===== config.mk =====
export PLATFORM = sky130hd
export DESIGN_NAME = video_scanout
export DESIGN_NICKNAME = d
export VERILOG_FILES = /design/src/rtl/video_pkg.sv /design/src/rtl/video_palette.sv /design/src/rtl/video_scanout.sv
export SDC_FILE = /design/constraint.sdc
export NUM_CORES = 1
export LEC_CHECK = 0
export CAP_MARGIN = 20
export CELL_PAD_IN_SITES_DETAIL_PLACEMENT = 1
export CELL_PAD_IN_SITES_GLOBAL_PLACEMENT = 2
export CORE_MARGIN = 1
export CORE_UTILIZATION = 43
export DETAILED_ROUTE_END_ITERATION = 8
export MAX_ROUTING_LAYER = met4
export PLACE_DENSITY = 0.84
export SLEW_MARGIN = 25
export SYNTH_ARGS = -nofsm -noshare
export SYNTH_HDL_FRONTEND = slang
export SYNTH_SLANG_ARGS = --single-unit

===== constraint.sdc =====
create_clock -name clock -period 13.35 [get_ports clock]
set_input_delay 2.67 -clock clock [delete_from_list [all_inputs] [get_ports clock]]
set_output_delay 2.67 -clock clock [all_outputs]
set_load 0.02 [all_outputs]

===== src/rtl/video_pkg.sv =====
// Shared types and constants for the video_scanout raster engine.
package video_pkg;

    typedef enum logic [1:0] {
        MODE_DIRECT = 2'd0,
        MODE_PAL4   = 2'd1,
        MODE_PAL2   = 2'd2,
        MODE_BLANK  = 2'd3
    } video_mode_e;

    typedef logic [7:0] rgb332_t;

    // Entry i lives in bits [8*i +: 8].
    localparam logic [127:0] DEFAULT_PALETTE = {
        8'hFF, 8'h7F, 8'hDF, 8'h5F, 8'hFB, 8'h7B, 8'hDB, 8'h52,
        8'hA4, 8'h1E, 8'h86, 8'h06, 8'hB0, 8'h30, 8'h80, 8'h00
    };

    function automatic rgb332_t default_entry(input logic [3:0] idx);
        return DEFAULT_PALETTE[{idx, 3'b000} +: 8];
    endfunction

endpackage


===== src/rtl/video_palette.sv =====
// 16 x RGB332 palette: one write port, one combinational read port.
// Reads return the stored value, so a same-clock write is seen one clock later.
module video_palette
    import video_pkg::*;
(
    input  logic       clk,
    input  logic       rst,
    input  logic       we,
    input  logic [3:0] wr_index,
    input  logic [7:0] wr_data,
    input  logic [3:0] rd_index,
    output logic [7:0] rd_data
);

    rgb332_t mem_q [16];
    rgb332_t mem_d [16];

    always_comb begin
        for (int i = 0; i < 16; i++) begin
            mem_d[i] = mem_q[i];
        end
        if (we) begin
            mem_d[wr_index] = wr_data;
        end
    end

    always_ff @(posedge clk or posedge rst) begin
        if (rst) begin
            for (int i = 0; i < 16; i++) begin
                mem_q[i] <= default_entry(4'(i));
            end
        end else begin
            for (int i = 0; i < 16; i++) begin
                mem_q[i] <= mem_d[i];
            end
        end
    end

    assign rd_data = mem_q[rd_index];

endmodule


===== src/rtl/video_scanout.sv =====
// Raster scan-out: timing counters, frame-buffer fetch, palette lookup, aligned output stage.
// Optional line interrupt is built when VIDEO_LINE_IRQ_EN is defined.
module video_scanout
    import video_pkg::*;
#(
    parameter int H_VISIBLE        = 640,
    parameter int H_FRONT          = 16,
    parameter int H_SYNC           = 96,
    parameter int H_BACK           = 48,
    parameter int V_VISIBLE        = 480,
    parameter int V_FRONT          = 10,
    parameter int V_SYNC           = 2,
    parameter int V_BACK           = 33,
    parameter int CLK_DIV          = 2,
    parameter int REPL_SHIFT       = 1,
    parameter int STRIDE           = 512,
    parameter int ADDR_WIDTH       = 17,
    parameter int SYNC_ACTIVE_HIGH = 0
) (
    input  logic                  clock,
    input  logic                  reset,
    input  logic [1:0]            mode,
    output logic [ADDR_WIDTH-1:0] videoAddress,
    input  logic [7:0]            videoData,
    input  logic                  videoDataReady,
    input  logic                  paletteWe,
    input  logic [3:0]            paletteIndex,
    input  logic [7:0]            paletteData,
    input  logic                  underflowClear,
    input  logic [9:0]            lineCompare,
    output logic [7:0]            videoOutput,
    output logic                  videoActive,
    output logic                  hSync,
    output logic                  vSync,
    output logic                  frameStart,
    output logic                  lineIrq,
    output logic                  underflow
);

    localparam int HT       = H_VISIBLE + H_FRONT + H_SYNC + H_BACK;
    localparam int VT       = V_VISIBLE + V_FRONT + V_SYNC + V_BACK;
    localparam int XW       = $clog2(HT);
    localparam int YW       = $clog2(VT);
    localparam int DW       = (CLK_DIV > 1) ? $clog2(CLK_DIV) : 1;
    localparam int HS_START = H_VISIBLE + H_FRONT;
    localparam int HS_END   = HS_START + H_SYNC - 1;
    localparam int VS_START = V_VISIBLE + V_FRONT;
    localparam int VS_END   = VS_START + V_SYNC - 1;
    localparam logic SYNC_ON = (SYNC_ACTIVE_HIGH != 0);

    logic [DW-1:0]         div_q, div_d;
    logic [XW-1:0]         x_q, x_d;
    logic [YW-1:0]         y_q, y_d;
    video_mode_e           mode_q, mode_d;
    logic [ADDR_WIDTH-1:0] addr_q, addr_d;
    logic                  pend_q, pend_d;
    logic [7:0]            data_q, data_d;
    logic                  und_q, und_d;
    logic [7:0]            pix_q, pix_d;
    logic                  act_q, act_d;
    logic                  hs_q, hs_d;
    logic                  vs_q, vs_d;

    logic          pix_en, x_wrap, last_line, frame_wrap, visible;
    logic          fetch_wait, miss, in_hs, in_vs;
    logic [XW-1:0] lx, lx_word;
    logic [YW-1:0] ly;
    logic [7:0]    byte_now, pix_sel, pal_rd;
    logic [3:0]    nib, pal_idx;
    logic [1:0]    crumb;

    video_palette u_palette (
        .clk      (clock),
        .rst      (reset),
        .we       (paletteWe),
        .wr_index (paletteIndex),
        .wr_data  (paletteData),
        .rd_index (pal_idx),
        .rd_data  (pal_rd)
    );

    always_comb begin
        pix_en     = (div_q == DW'(CLK_DIV - 1));
        div_d      = pix_en ? '0 : div_q + DW'(1);
        x_wrap     = (int'(x_q) == HT - 1);
        last_line  = (int'(y_q) == VT - 1);
        frame_wrap = pix_en & x_wrap & last_line;
        visible    = (int'(x_q) < H_VISIBLE) && (int'(y_q) < V_VISIBLE);
        in_hs      = (int'(x_q) >= HS_START) && (int'(x_q) <= HS_END);
        in_vs      = (int'(y_q) >= VS_START) && (int'(y_q) <= VS_END);

        x_d    = x_q;
        y_d    = y_q;
        mode_d = mode_q;
        if (pix_en) begin
            x_d = x_wrap ? '0 : x_q + XW'(1);
            if (x_wrap) begin
                y_d = last_line ? '0 : y_q + YW'(1);
            end
            // Mode only changes at the frame origin so a frame is never mixed.
            if (frame_wrap) begin
                mode_d = video_mode_e'(mode);
            end
        end

        lx = x_q >> REPL_SHIFT;
        ly = y_q >> REPL_SHIFT;
        case (mode_q)
            MODE_PAL4: lx_word = lx >> 1;
            MODE_PAL2: lx_word = lx >> 2;
            default:   lx_word = lx;
        endcase
        addr_d = ADDR_WIDTH'(ly) * ADDR_WIDTH'(STRIDE) + ADDR_WIDTH'(lx_word);

        // A new address owes a fetch until the port reports ready data.
        fetch_wait = pend_q | (addr_d != addr_q);
        pend_d     = fetch_wait & ~videoDataReady;
        data_d     = videoDataReady ? videoData : data_q;
        byte_now   = videoDataReady ? videoData : data_q;
        miss       = pix_en & visible & fetch_wait & ~videoDataReady;
        und_d      = miss | (und_q & ~underflowClear);

        nib = lx[0] ? byte_now[3:0] : byte_now[7:4];
        case (lx[1:0])
            2'd0:    crumb = byte_now[7:6];
            2'd1:    crumb = byte_now[5:4];
            2'd2:    crumb = byte_now[3:2];
            default: crumb = byte_now[1:0];
        endcase
        pal_idx = (mode_q == MODE_PAL2) ? {2'b00, crumb} : nib;
        case (mode_q)
            MODE_DIRECT: pix_sel = byte_now;
            MODE_PAL4:   pix_sel = pal_rd;
            MODE_PAL2:   pix_sel = pal_rd;
            default:     pix_sel = 8'h00;
        endcase

        pix_d = pix_q;
        act_d = act_q;
        hs_d  = hs_q;
        vs_d  = vs_q;
        if (pix_en) begin
            pix_d = visible ? pix_sel : 8'h00;
            act_d = visible;
            hs_d  = in_hs ? SYNC_ON : ~SYNC_ON;
            vs_d  = in_vs ? SYNC_ON : ~SYNC_ON;
        end
    end

    always_ff @(posedge clock or posedge reset) begin
        if (reset) begin
            div_q  <= '0;
            x_q    <= '0;
            y_q    <= '0;
            mode_q <= MODE_DIRECT;
            addr_q <= '0;
            pend_q <= 1'b1;
            data_q <= 8'h00;
            und_q  <= 1'b0;
            pix_q  <= 8'h00;
            act_q  <= 1'b0;
            hs_q   <= ~SYNC_ON;
            vs_q   <= ~SYNC_ON;
        end else begin
            div_q  <= div_d;
            x_q    <= x_d;
            y_q    <= y_d;
            mode_q <= mode_d;
            addr_q <= addr_d;
            pend_q <= pend_d;
            data_q <= data_d;
            und_q  <= und_d;
            pix_q  <= pix_d;
            act_q  <= act_d;
            hs_q   <= hs_d;
            vs_q   <= vs_d;
        end
    end

    assign videoAddress = addr_d;
    assign videoOutput  = pix_q;
    assign videoActive  = act_q;
    assign hSync        = hs_q;
    assign vSync        = vs_q;
    assign underflow    = und_q;
    assign frameStart   = frame_wrap;

`ifdef VIDEO_LINE_IRQ_EN
    assign lineIrq = pix_en & x_wrap & (int'(y_d) == int'(lineCompare));
`else
    logic unused_line_compare;
    assign unused_line_compare = ^lineCompare;
    assign lineIrq = 1'b0;
`endif

endmodule


---- Word-level counts from Yosys, hierarchy flattened ----
Cells that the tools add are included.
storage, ports and cells
  output and inout bits ................... 31
  input bits .............................. 37
  register bits after elaboration ......... 189
  logic and storage cells ................. 88
cells by class
  reductions and logical operators ........ 9
  bitwise gates (word level) .............. 13
  mux-type cells .......................... 18
  order comparisons ....................... 9
  eq/ne operators ......................... 7
  add/sub/neg operators ................... 4
operators by type and width
  cell                                                              count
  bitwise mux 128 bit                                               1
  two-way mux 8 bit                                                 5
  binary-select mux 8 bit (select 4 bit)                            1
  demux 8 bit (select 4 bit)                                        1
  adder 10 x 1 -> 10 bit (second input constant)                    2
  two-way mux 10 bit                                                2
  one-hot mux 9 bit (2 select lines)                                1
  adder 17 x 10 -> 17 bit                                           1
  != test 17 bit                                                    1
  one-hot mux 8 bit (2 select lines)                                1
  equality test 10 bit (second input constant)                      1
  equality test 10 x 9 -> 1 bit (second input constant)             1
  >= comparator 10 bit (second input constant)                      1
  >= comparator 10 x 9 -> 1 bit (second input constant)             1
  >= comparator 5 bit (second input constant)                       2
  less-or-equal comparator 10 bit (second input constant)           1
  less-or-equal comparator 10 x 9 -> 1 bit (second input constant)  1
  < comparator 10 bit (second input constant)                       1
  < comparator 10 x 9 -> 1 bit (second input constant)              1
  NOT 4 -> 5 bit                                                    2
  two-way mux 4 bit                                                 2
  AND 1 bit                                                         7
  one-hot mux 2 bit (3 select lines)                                1
  < comparator 5 x 1 -> 1 bit (second input constant)               1
  10 further kinds                                                  21

---- Depth between registers and ports, before layout ----
Gate-level depths: netlist of the first run.
  word-level depth ........................ 9
  gate-level depth with buffers ........... 12
  gate-level depth less buffers ........... 9

---- Hierarchy ----
Synthesis of the first run repeated with hierarchy kept, for this count alone.
unflattened totals
  cells, all modules ...................... 679
  area total of the unflattened synthesis .. 9,198.8 µm²
modules (own cells, without submodules)
  module         area each (µm²)  sequential area each (µm²)  cells an instance  times used
  video_palette  6,038.3          3,288.2                     369                1
  video_scanout  3,160.5          1,530.2                     310                1

---- Worst setup path after synthesis of the first run ----
Ideal clock, no wire load.
  kind .................................... input to register
  from .................................... input port videoDataReady
  to ...................................... register pix_q[3], in the netlist videoOutput[3]
  path buffers ............................ 3
  data arrival time ....................... 4.592 ns
  setup time .............................. 0.132 ns
  stages on the path ...................... 10
  required time ........................... 13.218 ns
  setup slack ............................. 8.626 ns
  path through ............................ buf_6 -> mux2_4 -> or3b_1 -> and3_1 -> buf_6 -> buf_8 -> mux2i_1 -> o22ai_1 -> a2111oi_1 -> o21ai_1
between the ends
  word-level cells in the longest chain between the ends .. 9
  elaborated cells between the ends (all ways) .. 10
  those cells by class .................... mux (9); bitwise (1)
RTL lines
  item                                                                     line                                        RTL
  start: declaration                                                       video_scanout.sv:25                         input logic videoDataReady,
  two-way mux 8 bit (*)                                                    video_scanout.sv:119                        byte_now = videoDataReady ? videoData : data_q;
  net byte_now[1]                                                          video_scanout.sv:68                         logic [7:0] byte_now, pix_sel, pal_rd;
  one-hot mux 2 bit (3 select lines) or two-way mux 4 bit (tied branches)  video_scanout.sv:124, video_scanout.sv:123
  two-way mux 4 bit (*)                                                    video_scanout.sv:130                        pal_idx = (mode_q == MODE_PAL2) ? {2'b00, crumb} : nib;
  NOT 4 -> 5 bit (implied by the code) (*)                                 video_palette.sv:39                         assign rd_data = mem_q[rd_index];
  binary-select mux 8 bit (select 4 bit) (*)                               video_palette.sv:39
  two-way mux 8 bit (implied by the code) (*) (2 in series)                video_palette.sv:39
  one-hot mux 8 bit (2 select lines) (*)                                   video_scanout.sv:131                        case (mode_q)
  two-way mux 8 bit (*)                                                    video_scanout.sv:143                        pix_d = visible ? pix_sel : 8'h00;
  end signal: assignment                                                   video_scanout.sv:173                        pix_q <= pix_d;
  end: declaration                                                         video_scanout.sv:59                         logic [7:0] pix_q, pix_d;
Mark *: on every way through the listed nets, which the timed path passes. The rest lies on a longest branch. The select of a mux whose other input is x is not followed.
A chain may end at the register's enable or synchronous reset.

---- Worst setup path after layout of the first run ----
  from .................................... input port videoDataReady
  to ...................................... register pix_q[1], in the netlist videoOutput[1]
between the ends
  word-level cells in the longest chain between the ends .. 9
  elaborated cells between the ends (all ways) .. 10
  those cells by class .................... mux (9); bitwise (1)
RTL lines
  item                                                                     line
  two-way mux 8 bit (*)                                                    video_scanout.sv:119
  one-hot mux 2 bit (3 select lines) or two-way mux 4 bit (tied branches)  video_scanout.sv:124, video_scanout.sv:123
  two-way mux 4 bit                                                        video_scanout.sv:130
  NOT 4 -> 5 bit (implied by the code)                                     video_palette.sv:39
  binary-select mux 8 bit (select 4 bit)                                   video_palette.sv:39
  two-way mux 8 bit (implied by the code) (2 in series)                    video_palette.sv:39
  one-hot mux 8 bit (2 select lines) (*)                                   video_scanout.sv:131
  two-way mux 8 bit (*)                                                    video_scanout.sv:143
Every way passes the cells marked *; elsewhere a longest branch is shown, timed or not. The select of a mux whose other input is x is not followed.

==> reports/results.txt, run 1 <==
Nets - 839
Levels on crit path - 9
Worst hold slack - 0.503 ns
Largest net degree at the start of global routing - 123
CTS buffer count - 17
Pwr Density - 141 mW/mm^2
Die width - 147 um
CTS root buffer - clkbuf_16
Clk_lat worst skew - 0.43 ns
Syn Nets - 815
H-tree levels - 4
Gate Count Post-Synth - 770
Clock Sinks - 189
Total gr overflow - 0
Power, Total - 1.45 mW
Combinational share of power - 13.6%
Final setup TNS - 0 ns
Boundary Pins - 68
CTS resizes - 0
First-pass GRT wire length - 36500 um
Clock network power share - 34.7%
Final setup fails - 0
Crit path DAT - 6.51 ns
Die area - 0.0216 mm^2
Total GRT Usage - 22.8%
Routed Antenna Nets - 0
Area Growth Syn to Fin - 14.0%
Core area - 0.0204 mm^2
Worst-Margin Slew - 0.985 ns
Tightest Hold Check Type - reg2reg
Row count - 52
Ys async rst share - 100%
Worst r2r src - mode_q[0]
WP buf/inv - 2
Register area - 0.00482 mm^2
DR vias/cell - 5.63
Largest stage delay, worst path - 0.89 ns
Die Span Y - 147 um
Final GP Congestion - 0.810
Worst Min Path Start - hSync
Crit. Startpoint - videoDataReady
Synth warn - 0
Reg2Reg Depth - 10
Wire length per cell - 21.0 um
Initial Util - 44.3%
Crit. End Element - flip-flop
DP Wirelength - 15200 um
Hold Path Depth - 2
Initial DRC Count - 250
Drt pass-1 iters - 4
CP Cell Sequence - clkdlybuf4s50_1 -> mux4_1 -> nand2b_1 -> and3_2 -> buf_4 -> mux2i_1 -> o22ai_1 -> a2111oi_0 -> o31ai_1
R2R setup slack - 9.39 ns
Hold Buf Count CTS - 0
Internal - 1.10 mW
Core Util, Final - 50.5%
Fillcell total - 2129
Port Buffers - 56
Top_reg_cell synth - dfrtp_1
Fin crit period - 6.23 ns
Post-CTS setup buffers - 0
CP startpoint kind - input port
Switch Pwr - 356 uW
Crit path max-delay cell type - clkdlybuf4s50_1
Post-Layout Inst Area - 0.0103 mm^2
Critical Path RT - 13.63 ns
Final Max Slew Viols - 0
Max clock buf depth - 2
Post-DP Area - 0.00973 mm^2
Max VDD drop - 0.000100 V
Antenna diodes - 0
Clk pin slew, worst setup/hold paths - 0.07 ns
Number of global-route vias before repair - 6588
Final Hold Violating Endpoints - 0
RSZ-0062 raised after global routing - no
Via count - 6065
Reg power frac - 51.6%
Syn avg cell area - 11.8 um^2
Sequential share of the synthesized area - 53.2%
Fraction of layout cells with a size suffix above 1 - 31.2%
Post-synthesis cell type count - 54
CP max FO - 63
Max cap viols - 0
Status - finished, final reports clean
Final period util - 46.7%
Sw Share - 24.5%
Initial antenna violation count - 0
DRC violations left - 0
Slew margin rel. - 34.1%
CTS tree - done
Syn Std Cell Area - 0.00905 mm^2
CP delay by family, top - buffers and inverters
Max Freq - 160 MHz
Leak - 4.21 nW
Footprint of the multi-input gates - 0.00391 mm^2
Clk_skew - 0.00667 ns
Final WL - 22600 um
Seq cells post-synth - 189
Number of synthesized flops with an enable pin - 0
Critical path type - in2reg
Yosys cell counts (all sizes together) (14+ instances only):
library cell / count / area [um^2]
a21oi: 42 / 210
a22oi: 17 / 128
buf: 20 / 146
clkbuf: 36 / 135
dfrtp: 118 / 2950
dfstp: 71 / 1870
inv: 14 / 52.6
mux2: 136 / 1540
mux2i: 33 / 330
nand2: 77 / 289
nor2: 32 / 120
o21ai: 25 / 125
xnor2: 20 / 175
layer usage:
layer | wire (um) | GRT usage, %
met5 | 0 | -
met4 | 527 | 8.56
met3 | 783 | 3.32
met2 | 11600 | 38.0
met1 | 9740 | 28.1
kinds of logic (layout without fill, tap and decap cells):
| logic type | after synthesis | after routing | share of synthesized area, % |
|---|---|---|---|
| AOI/OAI and AO/OA | 124 | 124 | 8.68 |
| xor gates and xnor gates | 29 | 29 | 2.81 |
| adders and majority gates | 8 | 8 | 1.11 |
| buffers and inverters | 71 | 108 | 3.73 |
| DFF | 189 | 189 | 53.2 |
| muxes | 171 | 171 | 21.2 |
| other | 1 | 1 | 0.0414 |
| and+or+nand+nor | 177 | 177 | 9.24 |
worst paths after layout:
path                                             to
worst max-delay path                 videoOutput[1]
worst min-delay path                          hSync
worst max register to register       videoOutput[1]
worst min register to register                hSync
max in group asynchronous       u_palette.mem_q[77]
min in group asynchronous                    y_q[3]
area by class of cell:
cell class                 count  area share (%)
tap                          270            3.27
multi-input combinational    510            37.9
clock buffer                  22            4.59
clock inverter                10            1.12
sequential                   189            46.7
timing repair buffer          61            5.79
inverter                      15           0.618
metrics by stage:
| step | instances | setup WS [ns] |
|---|---|---|
| 2_1_floorplan | 770 | 5.66 |
| 3_3_place_gp | 1045 | 6.81 |
| 3_5_place_dp | 1045 | 6.67 |
| 4_1_cts | 1077 | 7.12 |
| 5_1_grt | 1077 | 6.88 |
| 6_report | 1077 | 7.12 |
state kept, by name, indices dropped and copies added, names as in the netlist:
signal,count
mode_q,2
y_q,10
div_q,1
x_q,10
pend_q,1
hSync,1
underflow,1
addr_q,17
data_q,8
u_palette.mem_q,128
videoActive,1
vSync,1
videoOutput,8
power groups by stage:
stage | Combinational, mW | Sequential [mW] | Clock [mW]
floorplan | 0.154 | 0.741 | 0
global placement | 0.187 | 0.747 | 0
detailed placement | 0.200 | 0.757 | 0
CTS | 0.201 | 0.748 | 0.519
global route | 0.218 | 0.761 | 0.539
finish | 0.198 | 0.749 | 0.504
worst register-to-register path: cells and delay by family (launching register included):
kind                       cells  cell delay, ns
AOI/OAI and AO/OA              4            1.26
adders and majority gates      1            0.54
buffers and inverters          2            0.80
DFF                            1            0.40
muxes                          1            0.39
and+or+nand+nor                2            0.41
cell usage in the layout, fill, tap and decap left out, drive strengths merged, types with 5 or more instances in the layout:
| master | n |
|---|---|
| clkdlybuf4s50 | 56 |
| dfstp | 71 |
| clkbuf | 22 |
| o22ai | 10 |
| mux2 | 136 |
| a21oi | 42 |
| nand4 | 7 |
| nor3 | 8 |
| nand3b | 5 |
| ha | 8 |
| clkinv | 6 |
| o21ai | 25 |
| a22oi | 17 |
| xor2 | 9 |
| nand2b | 10 |
| a221oi | 6 |
| buf | 5 |
| a32oi | 5 |
| nand3 | 9 |
| nor2 | 32 |
| a2111oi | 8 |
| xnor2 | 20 |
| mux2i | 33 |
| nand2 | 77 |
| dfrtp | 118 |
| inv | 14 |
No activity file was read; power rests on OpenSTA's default activity.
==> run 2, diff against run 1 <==
CORE_UTILIZATION = 40   (was 43)
PLACE_DENSITY = 0.79   (was 0.84)
clock period = 6.5 ns   (was 13.35 ns; I/O delays follow)
==> run 2 against run 1 <==
  * Largest power group unchanged
  * The run now ends with DRC left
  * Highest routed layer unchanged
  * Clock power increased by 110%
  * Wire length rose by 2.1%
  * Non-clock buffer count grew 2
  * Power rose by 110%
  * Design area is 0.38% higher
  * Die area grew 7.4%
  * Critical path depth stayed put
==> reports/results.txt, run 2 (synthesis results as in run 1) <==
Hold Buf Count CTS - 0 (unchanged)
Switch Pwr - 732 uW (+110%)
Final setup fails - 0 (unchanged)
Port Buffers - 56 (unchanged)
Internal - 2.26 mW (+110%)
Max FFs per register - 128 (unchanged)
Reg power frac - 51.3% (-0.3 points)
Final setup TNS - 0 ns (unchanged)
DRC violations left - 2 (+2)
Final WL - 23100 um (+2.1%)
Fraction of layout cells with a size suffix above 1 - 31.3% (+0.046 points)
Clock Sinks - 189 (unchanged)
GR Util met3 - 2.90% (-0.42 points)
Place WS - 1.37 ns (-5.30 ns)
Sw Share - 24.5% (-0.052 points)
Drt pass-1 iters - 9 (+5)
Failing checks - DRC
Largest net degree at the start of global routing - 73 (-41%)
Max clock buf depth - 2 (unchanged)
CTS resizes - 0 (unchanged)
Total gr overflow - 0 (unchanged)
Fin crit period - 4.65 ns
CP max FO - 29 (-54%)
DP Wirelength - 15700 um (+3.4%)
Wire length per cell - 21.2 um (+0.99%)
Routed Antenna Nets - 0 (unchanged)
Clk pin slew, worst setup/hold paths - 0.07 ns (about the same)
Die width - 152 um (+3.6%)
Max cap viols - 0 (unchanged)
Final Max Slew Viols - 0 (unchanged)
Core area - 0.0220 mm^2 (+7.8%)
Largest registers - u_palette.mem_q: 128 flops, addr_q: 17 flops
Clk_skew - 0.0136 ns (+0.00689 ns)
Status - complete, but fails checks
Crit path DAT - 4.93 ns (-1.58 ns)
Number of global-route vias before repair - 6740 (+2.3%)
Final GP Congestion - 0.816 (+0.83%)
Post-DP Area - 0.00976 mm^2 (+0.28%)
Post-Layout Inst Area - 0.0104 mm^2 (+0.38%)
Leak - 4.24 nW (+0.49%)
Worst hold slack - 0.495 ns (-0.00781 ns)
Worst Min Path Start - hSync
Initial DRC Count - 235 (-6.0%)
Critical Path RT - 6.78 ns (-6.85 ns)
Total GRT Usage - 21.8% (-1.1 points)
Worst-Margin Slew - 0.950 ns (-0.0353 ns)
Commonest non-fill, non-tap cell in the layout - mux2_2
CTS tree - done
Worst r2r src - mode_q[0]
Crit. Startpoint - videoDataReady
RSZ-0062 raised after global routing - no
Row count - 54 (+3.8%)
Area Growth Syn to Fin - 14.5%
Max VDD drop - 0.000158 V (+58%)
Critical path type - in2reg
Most flops, register - u_palette.mem_q
Initial Util - 41.1% (-3.2 points)
GR Layer Usage met2 - 36.0% (-2.0 points)
Nets - 841 (+0.24%)
Combinational share of power - 13.5% (about the same)
Crit. End Element - flip-flop
Tightest Hold Check Type - reg2reg
H-tree levels - 4 (unchanged)
CTS buffer count - 17 (unchanged)
Most frequent cells in the layout - 135 x mux2_2, 118 x dfrtp_1, 77 x nand2_1, 71 x dfstp_2, 56 x clkdlybuf4s50_1
Core Util, Final - 47.0% (-3.5 points)
Pwr Density - 289 mW/mm^2 (+110%)
CTS root buffer - clkbuf_16
Final WS setup - 1.85 ns (-5.27 ns)
Clock network power share - 35.2% (+0.5 points)
Via count - 6035 (-0.49%)
Boundary Pins - 68 (unchanged)
Max Freq - 215 MHz
Antenna diodes - 0 (unchanged)
Post-CTS setup buffers - 0 (unchanged)
Die Span Y - 152 um (+3.6%)
DR vias/cell - 5.54 (-1.6%)
Final period util - 71.5%
Die area - 0.0232 mm^2 (+7.4%)
Slew margin rel. - 36.4% (+2.4 points)
First-pass GRT wire length - 37700 um (+3.4%)
Clk_lat worst skew - 0.44 ns (about the same)
Fillcell total - 2339 (+9.9%)
CP startpoint kind - input port
Met1 usage - 27.0% (-1.1 points)
GR peak layer - met2
Final Hold Violating Endpoints - 0 (unchanged)
Initial antenna violation count - 0 (unchanged)
==> run 2: changes by cell type in the layout (fill, tap and decap cells not counted) <==
cell	change
clkbuf_1	+1
inv_4	+1
clkinv_2	-2
inv_8	-1
clkbuf_16	+2
clkinvlp_4	-2
bufinv_16	-1
buf_4	+2
inv_6	+2
==> run 2: final cells by class <==
type | instances | area (um^2) | area share [%]
inverters | 15 | 61.3 | 0.592
well taps | 280 | 350 | 3.38
clock inverters | 7 | 75.1 | 0.725
multi-input cells | 510 | 3910 | 37.8
repair buffers | 63 | 613 | 5.92
flip-flops and latches | 189 | 4820 | 46.5
clock buffers | 25 | 528 | 5.10
==> run 2: through the flow <==
stage / std cells / power [mW]
global placement: 1057 / 1.92
floorplan: 770 / 1.84
CTS: 1089 / 3.03
global route: 1089 / 3.14
detailed placement: 1057 / 1.96
finish: 1089 / 2.99
==> run 2: power by group through the flow <==
| stage | combinational (mW) | clock, mW | sequential (mW) |
|---|---|---|---|
| floorplan | 0.317 | 0 | 1.52 |
| global placement | 0.386 | 0 | 1.54 |
| detailed placement | 0.409 | 0 | 1.55 |
| CTS | 0.411 | 1.08 | 1.53 |
| global route | 0.448 | 1.13 | 1.56 |
| finish | 0.404 | 1.05 | 1.54 |
==> run 2: worst max-delay path, cell delays in order <==
cell and delay [ns]:
clkdlybuf4s50_1 0.90, mux4_1 0.63, nand2b_1 0.18, and3_2 0.42
buf_4 0.36, nand2_1 0.11, a21oi_1 0.06, a2111oi_0 0.78
o31ai_1 0.18
==> run 2: routing by layer <==
layer	share of wire, %	vias to the layer above
met2	50	102
met3	3.0	29
met1	45	3135
li1	-	2769
met4	2.5	0
met5	0	-
==> run 2: worst paths after layout <==
path | cells after the start | endpoint | slack, ns
max in group asynchronous | 3 | u_palette.mem_q[107] | 3.89
setup reg to reg | 9 | videoOutput[1] | 2.88
setup / recovery | 9 | videoOutput[1] | 1.85
hold / removal | 2 | hSync | 0.50
hold reg to reg | 2 | hSync | 0.50
min in group asynchronous | 2 | y_q[5] | 1.32
==> run 3, diff against run 2 <==
clock period = 4.7 ns   (was 6.5 ns; I/O delays follow)
==> run 3 against run 2 <==
  * The flow still finishes with violations (DRC)
  * Sequential power increased by 38%
  * Die area did not move
  * Non-clock buffer count is 6 higher
  * Clock skew rose by 0.0027 ns
  * Sequential cell count unchanged
  * Combinational power up 40%
  * Critical path type is now reg2out
==> reports/results.txt, run 3 (synthesis results as in run 1) <==
Slew margin rel. - 36.9% (+0.49 points)
Final setup TNS - 0 ns (unchanged)
Via count - 6126 (+1.5%)
DR vias/cell - 5.59 (+0.95%)
Final setup fails - 0 (unchanged)
Nets - 847 (+0.71%)
Largest net degree at the start of global routing - 61 (-16%)
CTS tree - done
Failing checks - DRC
Row count - 54 (unchanged)
Fillcell total - 2307 (-1.4%)
Core area - 0.0220 mm^2 (unchanged)
Most frequent cells in the layout - 135 x mux2_2, 118 x dfrtp_1, 77 x nand2_1, 71 x dfstp_2, 56 x clkdlybuf4s50_1
Post-CTS setup buffers - 0 (unchanged)
Critical path type - reg2out
Number of global-route vias before repair - 6540 (-3.0%)
Hold Buf Count CTS - 0 (unchanged)
Final WS setup - 0.454 ns (-1.40 ns)
Clk_lat worst skew - 0.44 ns (about the same)
Largest registers - u_palette.mem_q: 128 flops, addr_q: 17 flops
Crit. End Element - output pin
Max cap viols - 0 (unchanged)
Clk_skew - 0.0163 ns (+0.00272 ns)
Critical Path RT - 3.76 ns (-3.02 ns)
Worst Min Path Start - hSync
Initial antenna violation count - 0 (unchanged)
Clock Sinks - 189 (unchanged)
Port Buffers - 56 (unchanged)
Worst r2r src - mode_q[0]
H-tree levels - 4 (unchanged)
Drt pass-1 iters - 8 (-1)
Antenna diodes - 0 (unchanged)
Die area - 0.0232 mm^2 (unchanged)
Final WL - 23400 um (+1.2%)
First-pass GRT wire length - 37600 um (-0.24%)
Max VDD drop - 0.000197 V (+24%)
Leak - 4.26 nW (+0.47%)
Routed Antenna Nets - 0 (unchanged)
Boundary Pins - 68 (unchanged)
Final period util - 90.3%
Max clock buf depth - 2 (unchanged)
CTS resizes - 0 (unchanged)
Max Freq - 236 MHz
Wire length per cell - 21.3 um (+0.65%)
Final Hold Violating Endpoints - 0 (unchanged)
Status - complete, but fails checks
Core Util, Final - 47.2% (+0.19 points)
CP startpoint kind - flip-flop
Die width - 152 um (unchanged)
Worst-Margin Slew - 0.944 ns (-0.00573 ns)
RSZ-0062 raised after global routing - no
Most flops, register - u_palette.mem_q
Clk pin slew, worst setup/hold paths - 0.07 ns (about the same)
Area Growth Syn to Fin - 14.9%
Crit path DAT - 3.31 ns (-1.62 ns)
Commonest non-fill, non-tap cell in the layout - mux2_2
Initial Util - 41.1% (unchanged)
CTS buffer count - 17 (unchanged)
Initial DRC Count - 292 (+24%)
CP max FO - 7 (-76%)
Tightest Hold Check Type - reg2reg
DRC violations left - 7 (+5)
Final GP Congestion - 0.802 (-1.7%)
Power, Total - 4.10 mW (+37%)
DP Wirelength - 16100 um (+3.0%)
Crit. Startpoint - y_q[1]
Final Max Slew Viols - 0 (unchanged)
Total gr overflow - 0 (unchanged)
Pwr Density - 394 mW/mm^2 (+36%)
Place WS - 0.288 ns (-1.09 ns)
CTS root buffer - clkbuf_16
Fraction of layout cells with a size suffix above 1 - 32.0% (+0.75 points)
Total GRT Usage - 22.1% (+0.36 points)
Fin crit period - 4.25 ns
Max FFs per register - 128 (unchanged)
Die Span Y - 152 um (unchanged)
==> run 3: cell types whose count changed in the layout (fill, tap and decap cells not counted), sizes merged <==
cell and delta:
buf +6, clkbuf -5, clkinvlp +1, bufinv -1
inv +5
==> run 3: report_power, final <==
part / total, mW / internal [mW] / switching, mW / leakage (nW)
sequential: 2.12 / 1.99 / 0.137 / 2.23
combinational: 0.565 / 0.302 / 0.263 / 1.74
clock: 1.41 / 0.733 / 0.676 / 0.283
==> run 3: final cells by class <==
| class | instances | area (um^2) | area share (%) |
|---|---|---|---|
| Inverter | 15 | 60.1 | 0.577 |
| Clock inverter | 12 | 119 | 1.14 |
| Sequential cell | 189 | 4820 | 46.3 |
| Clock buffer | 20 | 457 | 4.39 |
| Tap cell | 280 | 350 | 3.37 |
| Timing Repair Buffer | 69 | 683 | 6.57 |
| Multi-Input combinational cell | 510 | 3910 | 37.6 |
==> run 3: worst paths after layout <==
path	to	slack (ns)	depth (start not counted)
max reg2reg	videoOutput[6]	1.15	10
max in group asynchronous	u_palette.mem_q[48]	2.68	3
min in group asynchronous	u_palette.mem_q[126]	1.02	2
min	hSync	0.49	2
min reg2reg	hSync	0.49	2
max	frameStart	0.45	7
==> run 3: metrics by stage <==
stage	cell area (um^2)	std cells	hold WS (ns)
after floorplan	9050	770	0.373
after global placement	9830	1063	0.479
after detailed placement	9830	1063	0.482
after CTS	10400	1095	0.497
after global routing	10400	1095	0.500
final	10400	1095	0.493
==> run 3: worst max-delay path, stage by stage (launching register included) <==
cell and delay [ns]:
dfrtp_1 0.47, inv_1 0.13, ha_1 0.16, nand2_1 0.04, or4_1 0.40, nor4_1 0.68
and2_1 0.34, clkdlybuf4s50_1 0.65
==> run 3: metal layers <==
| layer | vias to the layer above | wire [um] | global-route usage [%] |
|---|---|---|---|
| li1 | 2789 | - | - |
| met2 | 115 | 11800 | 37.0 |
| met1 | 3198 | 10300 | 27.5 |
| met4 | 0 | 407 | 5.92 |
| met5 | - | 0 | - |
| met3 | 24 | 902 | 4.15 |
